### src/rtl/vm_coin_acceptor.sv
// Coin acceptor front end: debounces the three slot inputs, keeps the session credit,
// applies purchase deductions and issues one-shot refund records. Slot inputs are clk-synchronous.
module vm_coin_acceptor #(
  parameter int DEBOUNCE_CYCLES = 4,
  parameter int MAX_CREDIT      = 200,
  parameter int PRICE_G1        = 5,
  parameter int PRICE_G2        = 10
) (
  input  logic       clk,
  input  logic       rst,
  input  logic       coin_p5,
  input  logic       coin_1,
  input  logic       coin_5,
  input  logic       occupy,
  input  logic       g1_bought,
  input  logic       g2_bought,
  input  logic       ret_coin,
  output logic [7:0] coin_value,
  output logic       coin_accepted,
  output logic       coin_rejected,
  output logic       refund_valid,
  output logic [7:0] refund_amount,
  output logic       credit_err,
  output logic [1:0] state
);

  typedef enum logic [1:0] {
    IDLE   = 2'd0,
    ACTIVE = 2'd1,
    REFUND = 2'd2
  } state_t;

  localparam int CW = (DEBOUNCE_CYCLES > 1) ? $clog2(DEBOUNCE_CYCLES) : 1;
  localparam logic [CW-1:0] CNT_LAST = CW'(DEBOUNCE_CYCLES - 1);

  state_t             state_q, state_d;
  logic [7:0]         credit_q, credit_d;
  logic [7:0]         refund_amount_q, refund_amount_d;
  logic               coin_accepted_q, coin_accepted_d;
  logic               coin_rejected_q, coin_rejected_d;
  logic               refund_valid_q, refund_valid_d;
  logic               credit_err_q, credit_err_d;
  logic               g1_q, g2_q, ret_q;
  logic [2:0][CW-1:0] db_cnt_q, db_cnt_d;
  logic [2:0]         db_armed_q, db_armed_d;
  logic [2:0]         coin_raw_s;
  logic [2:0]         fire_s;
  logic [8:0]         weight_s;
  logic [8:0]         price_s;
  logic [8:0]         after_s;
  logic [8:0]         sum_s;
  logic               over_price_s;
  logic               ret_rise_s, ret_fall_s;

  assign coin_raw_s = {coin_5, coin_1, coin_p5};

  // While armed the counter runs on highs; once fired it runs on lows until re-armed.
  always_comb begin
    db_cnt_d   = db_cnt_q;
    db_armed_d = db_armed_q;
    fire_s     = 3'b000;
    for (int i = 0; i < 3; i++) begin
      if (db_armed_q[i]) begin
        if (coin_raw_s[i]) begin
          if (db_cnt_q[i] == CNT_LAST) begin
            fire_s[i]     = 1'b1;
            db_armed_d[i] = 1'b0;
            db_cnt_d[i]   = '0;
          end else begin
            db_cnt_d[i] = db_cnt_q[i] + CW'(1);
          end
        end else begin
          db_cnt_d[i] = '0;
        end
      end else begin
        if (!coin_raw_s[i]) begin
          if (db_cnt_q[i] == CNT_LAST) begin
            db_armed_d[i] = 1'b1;
            db_cnt_d[i]   = '0;
          end else begin
            db_cnt_d[i] = db_cnt_q[i] + CW'(1);
          end
        end else begin
          db_cnt_d[i] = '0;
        end
      end
    end
  end

  assign weight_s = (fire_s[0] ? 9'd1 : 9'd0) + (fire_s[1] ? 9'd2 : 9'd0) +
                    (fire_s[2] ? 9'd10 : 9'd0);
  assign price_s  = ((g1_bought && !g1_q) ? 9'(PRICE_G1) : 9'd0) +
                    ((g2_bought && !g2_q) ? 9'(PRICE_G2) : 9'd0);
  assign ret_rise_s = ret_coin && !ret_q;
  assign ret_fall_s = !ret_coin && ret_q;

  // Deduction first, then coins; all in 9 bits so the ceiling test sees the true sum.
  always_comb begin
    over_price_s = (price_s > {1'b0, credit_q});
    if (over_price_s) begin
      after_s = 9'd0;
    end else begin
      after_s = {1'b0, credit_q} - price_s;
    end
    sum_s = after_s + weight_s;
  end

  always_comb begin
    state_d         = state_q;
    credit_d        = credit_q;
    refund_amount_d = refund_amount_q;
    coin_accepted_d = 1'b0;
    coin_rejected_d = 1'b0;
    refund_valid_d  = 1'b0;
    credit_err_d    = credit_err_q;
    case (state_q)
      IDLE: begin
        credit_d        = 8'd0;
        credit_err_d    = 1'b0;
        coin_rejected_d = |fire_s;
        if (occupy) begin
          state_d = ACTIVE;
        end else begin
          state_d = IDLE;
        end
      end
      ACTIVE: begin
        if (ret_rise_s || !occupy) begin
          state_d         = REFUND;
          refund_valid_d  = 1'b1;
          refund_amount_d = credit_q;
          credit_d        = 8'd0;
          coin_rejected_d = |fire_s;
        end else begin
          if (over_price_s) begin
            credit_err_d = 1'b1;
          end else begin
            credit_err_d = credit_err_q;
          end
          if (sum_s > 9'(MAX_CREDIT)) begin
            credit_d        = after_s[7:0];
            coin_rejected_d = |fire_s;
          end else begin
            credit_d        = sum_s[7:0];
            coin_accepted_d = |fire_s;
          end
        end
      end
      REFUND: begin
        credit_d        = 8'd0;
        coin_rejected_d = |fire_s;
        if (!occupy) begin
          state_d = IDLE;
        end else if (ret_fall_s) begin
          state_d = ACTIVE;
        end else begin
          state_d = REFUND;
        end
      end
      default: begin
        state_d  = IDLE;
        credit_d = 8'd0;
      end
    endcase
  end

  always_ff @(posedge clk) begin
    if (rst) begin
      state_q         <= IDLE;
      credit_q        <= 8'd0;
      refund_amount_q <= 8'd0;
      coin_accepted_q <= 1'b0;
      coin_rejected_q <= 1'b0;
      refund_valid_q  <= 1'b0;
      credit_err_q    <= 1'b0;
      g1_q            <= 1'b0;
      g2_q            <= 1'b0;
      ret_q           <= 1'b0;
      db_cnt_q        <= '0;
      db_armed_q      <= 3'b111;
    end else begin
      state_q         <= state_d;
      credit_q        <= credit_d;
      refund_amount_q <= refund_amount_d;
      coin_accepted_q <= coin_accepted_d;
      coin_rejected_q <= coin_rejected_d;
      refund_valid_q  <= refund_valid_d;
      credit_err_q    <= credit_err_d;
      g1_q            <= g1_bought;
      g2_q            <= g2_bought;
      ret_q           <= ret_coin;
      db_cnt_q        <= db_cnt_d;
      db_armed_q      <= db_armed_d;
    end
  end

  assign coin_value    = credit_q;
  assign coin_accepted = coin_accepted_q;
  assign coin_rejected = coin_rejected_q;
  assign refund_valid  = refund_valid_q;
  assign refund_amount = refund_amount_q;
  assign credit_err    = credit_err_q;
  assign state         = state_q;

endmodule

### config.mk
export PLATFORM = sky130hd
export DESIGN_NAME = vm_coin_acceptor
export DESIGN_NICKNAME = d
export VERILOG_FILES = /design/src/rtl/vm_coin_acceptor.sv
export SDC_FILE = /design/constraint.sdc
export NUM_CORES = 1
export LEC_CHECK = 0
export CORE_MARGIN = 2
export CORE_UTILIZATION = 40
export CTS_BUF_LIST = sky130_fd_sc_hd__clkbuf_4 sky130_fd_sc_hd__clkbuf_8 sky130_fd_sc_hd__clkbuf_16
export DETAILED_ROUTE_END_ITERATION = 10
export PLACE_DENSITY = 0.68
export SYNTH_ARGS = -nofsm -noshare
export SYNTH_HDL_FRONTEND = slang
export SYNTH_SLANG_ARGS = --single-unit
### constraint.sdc
create_clock -name clk -period 5.9 [get_ports clk]
set_input_delay 0.885 -clock clk [delete_from_list [all_inputs] [get_ports clk]]
set_output_delay 0.885 -clock clk [all_outputs]
set_load 0.01 [all_outputs]
==> metrics.txt <==
# TYPE chip_impl_metric gauge
chip_impl_metric{name="detail_route.wirelength",unit="mm"} 5.046
chip_impl_metric{name="final.min_clock_period",unit="ns"} 5.269
chip_impl_metric{name="antenna_found_initial",unit=""} 0
chip_impl_metric{name="yosys_register_bits",unit=""} 34
chip_impl_metric{name="worstPathRequired",unit="ns"} 6.05
chip_impl_metric{name="placement_rows",unit=""} 26
chip_impl_metric{name="worstSkewPairLatency",unit="ns"} 0.29
chip_impl_metric{name="report.final.hold_viol_count",unit=""} 0
chip_impl_metric{name="syn-instance-count",unit=""} 244
chip_impl_metric{name="crit_arrival",unit="ns"} 5.42
chip_impl_metric{name="drt_iter0_drc",unit=""} 136
chip_impl_info{name="layout_commonest_cell",value="sky130_fd_sc_hd__dfxtp_1"} 1
chip_impl_metric{name="max_slew_margin",unit=""} 0.3359
chip_impl_info{name="rsz_0062_raised_after_global_routing",value="no"} 1
chip_impl_info{name="hold_path.class",value="flop to flop"} 1
chip_impl_metric{name="syn2layout_area_growth",unit="%"} 21.30
chip_impl_metric{name="horizontal_extent_of_the_die",unit="um"} 77.12
chip_impl_metric{name="timing.setup.tns",unit="ns"} 0
chip_impl_metric{name="timing.max_cap.violations",unit=""} 0
chip_impl_metric{name="final_nets",unit=""} 294
chip_impl_metric{name="cts_buffers",unit=""} 5
chip_impl_metric{name="timing.critical_path.slowest_cell_delay",unit="ns"} 0.51
chip_impl_metric{name="syn-mean-instance-area",unit="um2"} 8.764
chip_impl_metric{name="gp_weighted_congestion",unit=""} 0.8359
chip_impl_info{name="critPathTopFamily",value="compound AO/OA/AOI/OAI gates"} 1
chip_impl_metric{name="first_pass_iters",unit=""} 4
chip_impl_metric{name="clock_skew",unit="ns"} 0.004158
chip_impl_info{name="worstSetupStartpointType",value="input pin"} 1
chip_impl_metric{name="post_synth_instance_area",unit="um2"} 2138
chip_impl_metric{name="fmax",unit="MHz"} 189.8
chip_impl_metric{name="synth.distinct_cells",unit=""} 53
chip_impl_metric{name="die_h",unit="um"} 77.12
chip_impl_metric{name="drc",unit=""} 0
chip_impl_metric{name="core_area",unit="um2"} 5140
chip_impl_info{name="mostFrequentLayoutCells",value="sky130_fd_sc_hd__dfxtp_1, sky130_fd_sc_hd__clkdlybuf4s50_1, sky130_fd_sc_hd__nor2_1, sky130_fd_sc_hd__nand2_1"} 1
chip_impl_metric{name="crit_buf_inv",unit=""} 2
chip_impl_metric{name="post_route_cells_drive_above_1_share",unit=""} 0.08118
chip_impl_info{name="clk_root_buffer_cell",value="sky130_fd_sc_hd__clkbuf_8"} 1
chip_impl_metric{name="ys_seq_area_frac",unit=""} 0.3183
chip_impl_metric{name="finalCritPeriodShare",unit=""} 0.8930
chip_impl_metric{name="whs",unit="ns"} 0.4322
chip_impl_metric{name="dp.final_hpwl",unit="mm"} 3.871
chip_impl_metric{name="floorplan.initialDensity",unit=""} 0.4160
chip_impl_metric{name="leakagePower",unit="nW"} 1.065
chip_impl_metric{name="post-cts-setup-buffer-count",unit=""} 0
chip_impl_info{name="ys_dominant_reg_cell",value="sky130_fd_sc_hd__dfxtp_1"} 1
chip_impl_metric{name="number_of_global_route_vias_before_repair",unit=""} 1840
chip_impl_metric{name="dieArea",unit="um2"} 5947
chip_impl_metric{name="grt_max_degree",unit=""} 28
chip_impl_metric{name="power_density",unit="nW/um2"} 220.1
chip_impl_metric{name="layout.area.seq",unit="um2"} 680.7
chip_impl_metric{name="grt_remaining_overflow",unit=""} 0
chip_impl_info{name="tritoncts",value="done"} 1
chip_impl_metric{name="avgRoutedWirePerCell",unit="um"} 14.80
chip_impl_info{name="path_cells",value="clkdlybuf4s50_1 -> nand2b_1 -> ha_1 -> nor2b_1 -> o211a_1 -> nor3_1 -> nand2b_1 -> fa_1 -> inv_1 -> ha_1 -> fa_1 -> xor2_1 -> o31ai_1 -> nand2_1 -> o2111ai_1 -> o211a_1 -> a221oi_1 -> o41ai_1"} 1
chip_impl_metric{name="antenna_cells_inserted",unit=""} 0
chip_impl_info{name="critPathSlowestCell",value="sky130_fd_sc_hd__fa_1"} 1
chip_impl_metric{name="ir_worst_vdd",unit="V"} 0.0001043
chip_impl_metric{name="aggregate_global_route_resource_usage",unit=""} 0.1802
chip_impl_info{name="setup.worst_path.end_class",value="flop"} 1
chip_impl_metric{name="clk_transition_reported_paths",unit="ns"} 0.07
chip_impl_metric{name="asyncSetResetFlopFracSynth",unit=""} 0
chip_impl_metric{name="final-setup-viol-count",unit=""} 0
chip_impl_metric{name="detail_route.vias_per_cell",unit=""} 5.543
chip_impl_metric{name="timing.critical_path.fanout_max",unit=""} 10
chip_impl_metric{name="post_dp_cell_area",unit="um2"} 2456
chip_impl_metric{name="detail_route_antenna_nets",unit=""} 0
chip_impl_metric{name="grt_pass1_wl",unit="mm"} 8.700
chip_impl_metric{name="cts_buffer_depth",unit=""} 2
chip_impl_metric{name="yosys_warnings",unit=""} 0
chip_impl_metric{name="htreeDepth",unit=""} 2
chip_impl_metric{name="vias",unit=""} 1890
chip_impl_info{name="worst-setup-path-type",value="input pin to flop"} 1
chip_impl_metric{name="drv_slew",unit=""} 0
chip_impl_metric{name="worstMarginPinSlew",unit="ns"} 0.9833
chip_impl_metric{name="count_of_filler_cells_inserted_in_the_layout",unit=""} 532
chip_impl_metric{name="numPortBuffers",unit=""} 30
chip_impl_metric{name="post_cts_resized",unit=""} 0
chip_impl_metric{name="combined_area_of_the_multi_input_logic_cells",unit="um2"} 1343
chip_impl_metric{name="synth_enable_flop_cells",unit=""} 0
chip_impl_info{name="outcome",value="completed"} 1
chip_impl_metric{name="cts.sinks",unit=""} 34
chip_impl_metric{name="io-pin-count",unit=""} 31
chip_impl_metric{name="mappedNetlistNets",unit=""} 268
chip_impl_metric{name="cts_hold_repair.buffers",unit=""} 0
chip_impl_metric{name="final_area",unit="um2"} 2594
-- final timing paths --
path	startpoint	depth (start not counted)	slack [ns]	to
max reg2reg	g2_q	17	1.33	coin_value[1]
min	db_cnt_q[0]	1	0.43	db_cnt_q[0]
max	g2_bought	18	0.63	coin_value[1]
min reg2reg	db_cnt_q[0]	1	0.43	db_cnt_q[0]
-- flip-flops by register name (all words and copies together) (netlist names), named ones only --
signal / flops
refund_amount: 8
ret_q: 1
g1_q: 1
coin_value: 8
credit_err: 1
state: 2
g2_q: 1
coin_rejected: 1
refund_valid: 1
coin_accepted: 1
db_cnt_q: 6
-- stage by stage --
step	worst slack, ns	std cells	power, W	utilization
final	0.6312	341	0.0005709	0.5046
after floorplan	1.076	244	0.0002906	-
after detailed placement	0.4107	333	0.0003108	0.4778
after global routing	0.3694	341	0.0005960	0.5046
after global placement	0.4971	333	0.0003098	0.4778
after CTS	0.7048	341	0.0005763	0.5046
-- power by group --
part	internal [W]	switching, W
Clock	0.000169	0.0000954
Combinational	0.0000295	0.0000389
Sequential	0.000234	0.00000337
-- cell usage after synthesis (2+ instances only) --
| library cell | number | area [um2] |
|---|---|---|
| sky130_fd_sc_hd__nor2_1 | 24 | 90.09 |
| sky130_fd_sc_hd__nor4_1 | 8 | 50.05 |
| sky130_fd_sc_hd__mux2i_1 | 9 | 90.09 |
| sky130_fd_sc_hd__a31oi_1 | 2 | 12.51 |
| sky130_fd_sc_hd__a21oi_1 | 5 | 25.02 |
| sky130_fd_sc_hd__nor2b_1 | 8 | 50.05 |
| sky130_fd_sc_hd__buf_2 | 2 | 10.01 |
| sky130_fd_sc_hd__o2111ai_1 | 3 | 26.28 |
| sky130_fd_sc_hd__o21ai_0 | 9 | 45.04 |
| sky130_fd_sc_hd__buf_6 | 4 | 45.04 |
| sky130_fd_sc_hd__fa_1 | 3 | 60.06 |
| sky130_fd_sc_hd__xor2_1 | 4 | 35.03 |
| sky130_fd_sc_hd__nand2b_1 | 9 | 56.30 |
| sky130_fd_sc_hd__nand2_1 | 18 | 67.56 |
| sky130_fd_sc_hd__inv_1 | 8 | 30.03 |
| sky130_fd_sc_hd__a221oi_1 | 5 | 43.79 |
| sky130_fd_sc_hd__nor3b_1 | 4 | 30.03 |
| sky130_fd_sc_hd__clkbuf_1 | 6 | 22.52 |
| sky130_fd_sc_hd__xnor2_1 | 2 | 17.52 |
| sky130_fd_sc_hd__nor3_1 | 12 | 60.06 |
| sky130_fd_sc_hd__or2_2 | 2 | 12.51 |
| sky130_fd_sc_hd__ha_1 | 12 | 150.1 |
| sky130_fd_sc_hd__o41ai_1 | 2 | 17.52 |
| sky130_fd_sc_hd__and3_1 | 2 | 12.51 |
| sky130_fd_sc_hd__dfxtp_1 | 34 | 680.7 |
| sky130_fd_sc_hd__nand3_1 | 10 | 50.05 |
| sky130_fd_sc_hd__o211a_1 | 7 | 70.07 |
| sky130_fd_sc_hd__o211ai_1 | 5 | 37.54 |
-- cells by family after synthesis --
family | count (synthesis) | synth area share
mux | 9 | 0.04213
simple gates | 104 | 0.2493
flops | 34 | 0.3183
buf+inv | 21 | 0.05383
xor+xnor | 6 | 0.02458
fa+ha+maj | 15 | 0.09830
compound gates | 55 | 0.2136
-- area by class of cell --
type / count / area share
multi-input combinational: 189 / 0.5176
sequential: 34 / 0.2624
tap: 70 / 0.03377
timing repair buffer: 32 / 0.1216
inverter: 8 / 0.01158
clock inverter: 3 / 0.02653
clock buffer: 5 / 0.02653
-- layer usage --
metal  track usage  vias to the layer above  part of all wire
met5             0                        -                 0
met2        0.3061                       51              0.48
met1        0.2217                      873              0.45
met4       0.07321                        0             0.028
li1              -                      950                 -
met3       0.03765                       16             0.042
Note: power is estimated with default switching activity, not from simulation.
